--- config.mk ---
export PLATFORM = sky130hd
export DESIGN_NAME = semaforo_intersection
export DESIGN_NICKNAME = d
export VERILOG_FILES = /design/src/rtl/semaforo_intersection.sv
export SDC_FILE = /design/constraint.sdc
export NUM_CORES = 1
export LEC_CHECK = 0
export CAP_MARGIN = 20
export CORE_MARGIN = 2
export CORE_UTILIZATION = 43
export CTS_CLUSTER_DIAMETER = 120
export DETAILED_ROUTE_END_ITERATION = 12
export PLACE_DENSITY = 0.82
export SLEW_MARGIN = 20
export SYNTH_ARGS = -nofsm -noshare
export SYNTH_HDL_FRONTEND = slang
export SYNTH_SLANG_ARGS = --single-unit
export TNS_END_PERCENT = 5
--- constraint.sdc ---
create_clock -name clk -period 2.7 [get_ports clk]
set_input_delay 0.54 -clock clk [delete_from_list [all_inputs] [get_ports clk]]
set_output_delay 0.54 -clock clk [all_outputs]
set_load 0.005 [all_outputs]
--- src/rtl/semaforo_intersection.sv ---
// semaforo_intersection: round-robin N-way traffic controller with all-red clearance and maintenance override
module semaforo_intersection #(
  parameter int WIDTH      = 32,
  parameter int N_WAYS     = 4,
  parameter int FLASH_HALF = 4
) (
  input  logic                      clk,
  input  logic                      rst,
  input  logic                      start,
  input  logic                      maintenance,
  input  logic [N_WAYS-1:0]         way_enable,
  input  logic [WIDTH-1:0]          green_duration,
  input  logic [WIDTH-1:0]          yellow_duration,
  input  logic [WIDTH-1:0]          all_red_duration,
  input  logic [N_WAYS-1:0]         manual_red,
  input  logic [N_WAYS-1:0]         manual_yellow,
  input  logic [N_WAYS-1:0]         manual_green,
  output logic [N_WAYS-1:0]         red,
  output logic [N_WAYS-1:0]         yellow,
  output logic [N_WAYS-1:0]         green,
  output logic [$clog2(N_WAYS)-1:0] active_way,
  output logic                      conflict
);
  localparam int AW = $clog2(N_WAYS);
  localparam int FW = $clog2(FLASH_HALF + 1);
  typedef enum logic [2:0] {IDLE, GREEN, YELLOW, ALL_RED, MAINT} state_t;
  state_t            r_state;
  logic [WIDTH-1:0]  r_timer;
  logic [AW-1:0]     r_last;
  logic [FW-1:0]     r_flash;
  logic [AW-1:0]     w_base, w_next, w_idx;
  logic [N_WAYS-1:0] w_onehot, w_cur;
  logic              w_expire, w_multi, w_enter;
  function automatic logic [WIDTH-1:0] ld(input logic [WIDTH-1:0] d);
    return d == '0 ? WIDTH'(1) : d;
  endfunction
  // Searching from N_WAYS-1 makes the "next" way the lowest enabled one.
  always_comb begin
    w_base = r_state == IDLE ? AW'(N_WAYS - 1) : r_last;
    w_next = w_base;
    w_idx  = '0;
    for (int i = N_WAYS; i >= 1; i--) begin
      w_idx = AW'((int'(w_base) + i) % N_WAYS);
      if (way_enable[w_idx]) w_next = w_idx;
    end
  end
  assign w_onehot = N_WAYS'(1) << w_next;
  assign w_cur    = N_WAYS'(1) << r_last;
  assign w_expire = r_timer <= WIDTH'(1);
  assign w_multi  = |(manual_green & (manual_green - N_WAYS'(1)));
  assign w_enter  = start && |way_enable && (r_state == IDLE || (r_state == ALL_RED && w_expire));
  always_ff @(posedge clk) begin
    if (rst) begin
      r_state    <= IDLE;
      r_timer    <= '0;
      r_last     <= '0;
      r_flash    <= '0;
      red        <= '1;
      yellow     <= '0;
      green      <= '0;
      active_way <= '0;
      conflict   <= '0;
    end else if (maintenance) begin
      r_state  <= MAINT;
      conflict <= w_multi;
      red      <= w_multi ? '0 : manual_red;
      green    <= w_multi ? '0 : manual_green;
      if (!w_multi) yellow <= manual_yellow;
      else if (!conflict) begin
        yellow  <= '1;
        r_flash <= FW'(1);
      end else if (r_flash == FW'(FLASH_HALF)) begin
        yellow  <= ~yellow;
        r_flash <= FW'(1);
      end else r_flash <= r_flash + FW'(1);
    end else if (w_enter) begin
      r_state    <= GREEN;
      r_timer    <= ld(green_duration);
      r_last     <= w_next;
      active_way <= w_next;
      green      <= w_onehot;
      red        <= ~w_onehot;
      yellow     <= '0;
    end else begin
      case (r_state)
        IDLE: r_timer <= '0;
        GREEN:
          if (w_expire) begin
            r_state <= YELLOW;
            r_timer <= ld(yellow_duration);
            green   <= '0;
            yellow  <= w_cur;
          end else r_timer <= r_timer - WIDTH'(1);
        YELLOW:
          if (w_expire) begin
            r_state <= ALL_RED;
            r_timer <= ld(all_red_duration);
            yellow  <= '0;
            red     <= '1;
          end else r_timer <= r_timer - WIDTH'(1);
        ALL_RED:
          if (w_expire) begin
            r_state <= IDLE;
            r_timer <= '0;
          end else r_timer <= r_timer - WIDTH'(1);
        MAINT: begin
          r_state  <= ALL_RED;
          r_timer  <= ld(all_red_duration);
          r_last   <= AW'(N_WAYS - 1);
          red      <= '1;
          yellow   <= '0;
          green    <= '0;
          conflict <= 1'b0;
        end
        default: r_state <= IDLE;
      endcase
    end
  end
endmodule

Yosys cells after proc, flatten, opt, wreduce, memory -nomap -nowiden
Index checks and enable logic that the tools add are counted.
{"block": "word_totals", "ff_bits": 55, "inputBits": 116}
{"block": "classes", "n_reduce_logical": 29, "add_sub_neg": 7, "n_mux": 51, "n_bitwise": 5, "magnitude_cmp": 5, "n_shift": 2, "eq_ne": 18}
{"operator": "32-bit 2-to-1 mux", "n": 7}
{"operator": "32-bit case mux with 5 select lines", "n": 1}
{"operator": "32-bit logical NOT", "n": 3}
{"operator": "4-bit 2-to-1 mux", "n": 14}
{"operator": "32-bit by 1-bit <= comparator with 1-bit output (second input constant)", "n": 1}
{"operator": "32-bit by 1-bit subtractor with 32-bit output (second input constant)", "n": 1}
{"operator": "3-bit 2-to-1 mux", "n": 7}
{"operator": "4-bit case mux with 2 select lines", "n": 2}
{"operator": "4-bit AND reduction", "n": 4}
{"operator": "3-bit case mux with 5 select lines", "n": 1}
{"operator": "2-bit 2-to-1 mux", "n": 7}
{"operator": "2-bit AND reduction", "n": 7}
{"operator": "2-bit by 3-bit less-than comparator with 1-bit output (second input constant)", "n": 4}
{"operator": "3-bit != test (second input constant)", "n": 4}
{"operator": "4-bit != test (second input constant)", "n": 3}
{"operator": "4-bit case mux with 3 select lines", "n": 1}
{"operator": "2-bit != test (second input constant)", "n": 5}
{"operator": "1-bit binary-select mux with 2-bit select", "n": 4}
{"operator": "4-bit NOT", "n": 2}
{"operator": "4-bit nonzero test", "n": 2}
{"operator": "4-bit OR reduction", "n": 2}
{"operator": "1-bit by 2-bit << shifter with 4-bit output (first input constant)", "n": 2}
{"operator": "1-bit 2-to-1 mux", "n": 7}
{"operator": "3-bit by 2-bit == test with 1-bit output (second input constant)", "n": 2}
{"operator": "other kinds (17)", "n": 24}

Longest topological paths before layout
{"block": "logic_depth", "depth_word": 13, "depth_mapped": 10, "depth_no_buf": 8}

Worst setup path after synthesis
No wires, ideal clock.
{"block": "synth_timing", "kind": "register to register", "from": "reg r_timer[2]", "to": "reg red[1]", "arrival_ns": 2.546, "path_stages_with_launch": 8, "slack_ns": 0.032, "required_ns": 2.578, "path_buffers": 1, "cell_sequence": "dfxtp_1 buf_6 or4_4 nor4_4 a41oi_2 or3_4 or3_1 a311o_1"}
{"block": "synth_via", "elab_chain_cells": 6}
{"element": "start, declared", "line_no": "28", "rtl": "logic [WIDTH-1:0] r_timer;"}
{"element": "start signal, assigned", "line_no": "78", "rtl": "r_timer <= ld(green_duration);"}
{"element": "start signal, assigned", "line_no": "90", "rtl": "r_timer <= ld(yellow_duration);"}
{"element": "start signal, assigned", "line_no": "93", "rtl": "end else r_timer <= r_timer - WIDTH'(1);"}
{"element": "32-bit by 1-bit <= comparator with 1-bit output (*)", "line_no": "49", "rtl": "assign w_expire = r_timer <= WIDTH'(1);"}
{"element": "1-bit logical AND", "line_no": "51", "rtl": "assign w_enter = start && |way_enable && (r_state == IDLE || (r_state == ALL_RED && w_expire));"}
{"element": "1-bit logical OR", "line_no": "51"}
{"element": "1-bit logical AND", "line_no": "51"}
{"element": "4-bit != test (no line), or another cell as far along"}
{"element": "2-bit AND reduction (no line) / 4-bit 2-to-1 mux (equally long branches)"}
{"element": "end signal, assigned", "line_no": "66", "rtl": "red <= w_multi ? '0 : manual_red;"}
{"element": "end signal, assigned", "line_no": "82", "rtl": "red <= ~w_onehot;"}
{"element": "end, declared", "line_no": "18", "rtl": "output logic [N_WAYS-1:0] red,"}
Mark *: on every way between the ends. The rest lies on a longest branch, timed or not.
A chain may end at the register's enable or synchronous reset.

Final worst setup path
{"block": "layout_timing", "from": "reg r_timer[19]", "to": "reg red[1]"}
Same word-level chain as after synthesis.

==> key figures <==
Status
  • Outcome: finished, final reports clean

Drt
  • WL final: about 17000 µm
  • Vias/cell: about 6.3
  • Vias post-DR: roughly 5.5k
  • Post-route DRC violation count: 0
  • DRT Pass-1 Iters: 6
  • Routed WL per cell: 19.69 µm
  • Antenna viol nets, final: 0
  • Iter 0 DRT Violations: 474

CTS
  • H-tree Lvls: 2
  • Num CTS Buffers: 5
  • TritonCTS clock tree: done
  • Number of clock sinks: 55
  • Worst skew pair latency: 0.33 ns
  • CTS Root Cell: clkbuf_8
  • Clk slew on worst S/H paths: 0.11 ns
  • Post-CTS Setup Inserts: 0
  • Longest Clk Path Bufs: 2

Global route
  • All-Layer GR Usage: 0.3289
  • Vias in the first global route: 5405
  • Largest net degree at the start of global routing: 52
  • Initial antenna violation count: 0
  • First-pass GRT wire length: ~27000 µm
  • Total congestion overflow: 0

Cells and area
  • Commonest non-fill, non-tap cells in the layout: clkdlybuf4s50_1, buf_4, nand2_1
  • Commonest non-fill, non-tap cell in the layout: clkdlybuf4s50_1
  • Layout Area Growth over Synthesis: 55.10%
  • Diodes inserted: 0
  • Layout cell share with drive strength beyond 1: 0.1794
  • Non-Filler Instances: 876
  • FILL cells: 784
  • Nets: 866

Logic synthesis
  • Post-synthesis cell type count: 64
  • Async set or reset register ratio after synthesis: 0
  • Post-synth EDFFs: 0
  • Post-Syn Instances: ~550
  • Netlist Area Pre-Place: 4085 µm²
  • Syn. warnings: 0
  • Seq/Total Area, Yosys: 0.2695
  • Post-Syn Nets: 669
  • #FFs+latches synth: between 50 and 60
  • Mean Syn Cell Area: roughly 7.4 µm²
  • Primary FF master, synth: dfxtp_1

Setup path
  • Startpoint types: register
  • Critical path data arrival time: ~2.9 ns
  • Crit-path cells: or4_4 > and4b_2 > a41oi_4 > or3_4 > or3_4 > a311o_1
  • Crit-path slowest cell: or4_4
  • Data required time of the worst path: 2.92 ns
  • CP peak stage delay: 0.55 ns
  • Critical path endpoint category: register
  • Reg-to-reg startpoint: r_timer[19]
  • R2r worst-path depth: 6
  • Crit path to: red[1]
  • Crit-path most repeated cell: or3_4
  • Crit-path max FO: 7
  • Reg2Reg Setup Slack: 0.04 ns
  • CP Class: register to register
  • CP startpoint: r_timer[19]
  • Reg-to-reg critical path endpoint: red[1]

Pwr
  • Internal: roughly 0.0017 W
  • PD cells: 404.6 nW/µm²
  • Switching pwr: 0.0008633 W
  • Worst VDD drop: between 0.0002 and 0.00025 V
  • P_leak: 2.323 nW
  • Sw frac: 0.3368
  • Combinational Power Share: 0.391
  • Clock Power Share: 0.243
  • Flop pwr share: 0.366
  • Total Power: 0.002563 W

Floorplanning
  • Core Footprint: about 9200 µm²
  • FP Rows: 35
  • Ports: 131
  • Die width: 101.5 µm
  • DIE AREA: 10300 µm²
  • Initial Utilization: 0.4421
  • Chip height: 101.5 µm

STA
  • Final hold vios: 0
  • Crit share post-route: 0.9859
  • Fmax: 375.7 MHz
  • Fin crit period: roughly 2.7 ns
  • Final setup fails: 0
  • Least-Margin Pin Slew: between 0.6 and 0.7 ns
  • Fin. max-slew vios: 0
  • Max_slew headroom: 0.5372
  • Clock skew: 0.008574 ns
  • RSZ-0062 raised after global routing: yes

Hold path
  • Hold Crit Class: register to register

Place
  • # port buffers: 130
  • Detailed Place HPWL: 13060 µm
  • GP Congestion: 0.9829
  • Placed instance count: 867

Run
  • MaxCap Viol Count: 0
metal layers:
layer,up-vias,GRT usage,part of all wire
met5,-,0,0
met4,0,0.1372,0.045
met3,74,0.06349,0.092
met2,344,0.5593,0.46
met1,2522,0.4070,0.41
li1,2542,-,-
kinds of logic after synthesis:
family                     synth area share
and+or+nand+nor                      0.3170
AOI/OAI and AO/OA                    0.3069
DFF                                  0.2695
xor gates and xnor gates            0.04074
buffers and inverters               0.04624
adders and majority gates           0.01470
muxes                              0.004901
stage by stage:
stage | setup slack (ns) | TNS (ns) | util | cell area, µm² | hold WS [ns]
finish | 0.03807 | 0 | 0.6857 | 6336 | 0.4819
global placement | -0.2155 | -3.623 | 0.6669 | 6162 | 0.4523
floorplan | 0.03191 | 0 | - | 4085 | 0.4456
global route | -0.07886 | -0.2526 | 0.6857 | 6336 | 0.5170
detailed placement | -0.2638 | -3.880 | 0.6669 | 6162 | 0.4557
CTS | 0.01387 | 0 | 0.6834 | 6315 | 0.4806
power by group through the flow:
stage / Clock (W) / Combinational (W) / Sequential [W]
6_report: 0.000622 / 0.00100 / 0.000939
2_1_floorplan: 0 / 0.000454 / 0.000940
4_1_cts: 0.000619 / 0.000980 / 0.000935
3_5_place_dp: 0 / 0.000966 / 0.000953
3_3_place_gp: 0 / 0.000951 / 0.000950
5_1_grt: 0.000656 / 0.00108 / 0.000946
worst min path at each step:
stage | startpoint | to | slack (ns) | cells past startpoint
floorplan | r_timer[23] | r_timer[23] | 0.45 | 2
global placement | active_way[1] | active_way[1] | 0.45 | 2
detailed placement | active_way[0] | active_way[0] | 0.46 | 2
CTS | active_way[0] | active_way[0] | 0.48 | 2
global route | r_flash[1] | r_flash[1] | 0.52 | 2
finish | active_way[0] | active_way[0] | 0.48 | 2
critical path: cells and delay by family, from the launching register on:
kind	cells	cell delay, ns
AOI/OAI and AO/OA	2	0.50
and+or+nand+nor	4	1.72
DFF	1	0.34
cells in the mapped netlist, drive strengths merged, types with 5 or more instances:
cell type | count | area share
nand3 | 14 | 0.017
and3 | 5 | 0.0077
a22oi | 6 | 0.011
nor2 | 35 | 0.032
xnor2 | 5 | 0.011
a311oi | 6 | 0.013
and2 | 6 | 0.0092
clkbuf | 32 | 0.030
or3 | 12 | 0.020
o211ai | 6 | 0.011
buf | 5 | 0.0073
or4 | 8 | 0.017
dfxtp | 55 | 0.27
nand4 | 13 | 0.020
nand2 | 59 | 0.054
a31oi | 13 | 0.020
nand2b | 5 | 0.0077
or2 | 8 | 0.012
xor2 | 14 | 0.030
nor3 | 12 | 0.016
nor4 | 35 | 0.061
nor2b | 6 | 0.0092
inv | 9 | 0.0083
a221oi | 27 | 0.058
a21oi | 34 | 0.042
a2bb2oi | 5 | 0.011
o21ai | 52 | 0.064
registers in the layout, summed over array words and instances (netlist names):
register and flops:
active_way 2, r_timer 32, red 4, green 4
r_last 2, conflict 1, r_flash 3, r_state 3
yellow 4
layout make-up:
type / count / area (µm²) / area share
Clock buffer: 6 / 82.58 / 0.01303
Tap cell: 129 / 161.4 / 0.02547
Multi-Input combinational cell: 448 / 2854 / 0.4504
Clock inverter: 2 / 38.79 / 0.006122
Sequential cell: 55 / 1102 / 0.1740
Inverter: 10 / 37.54 / 0.005924
Timing Repair Buffer: 226 / 2059 / 0.3250
what timing repair did:
item / 4_1_cts / 5_1_grt
hold buffers: 0 / 0
gates cloned: 0 / 1
setup endpoints to repair: 28 / 26
hold endpoints to repair: 0 / 0
pin swaps: 0 / 2
gates resized for setup: 5 / 6
No activity file was read; power rests on OpenSTA's default activity.
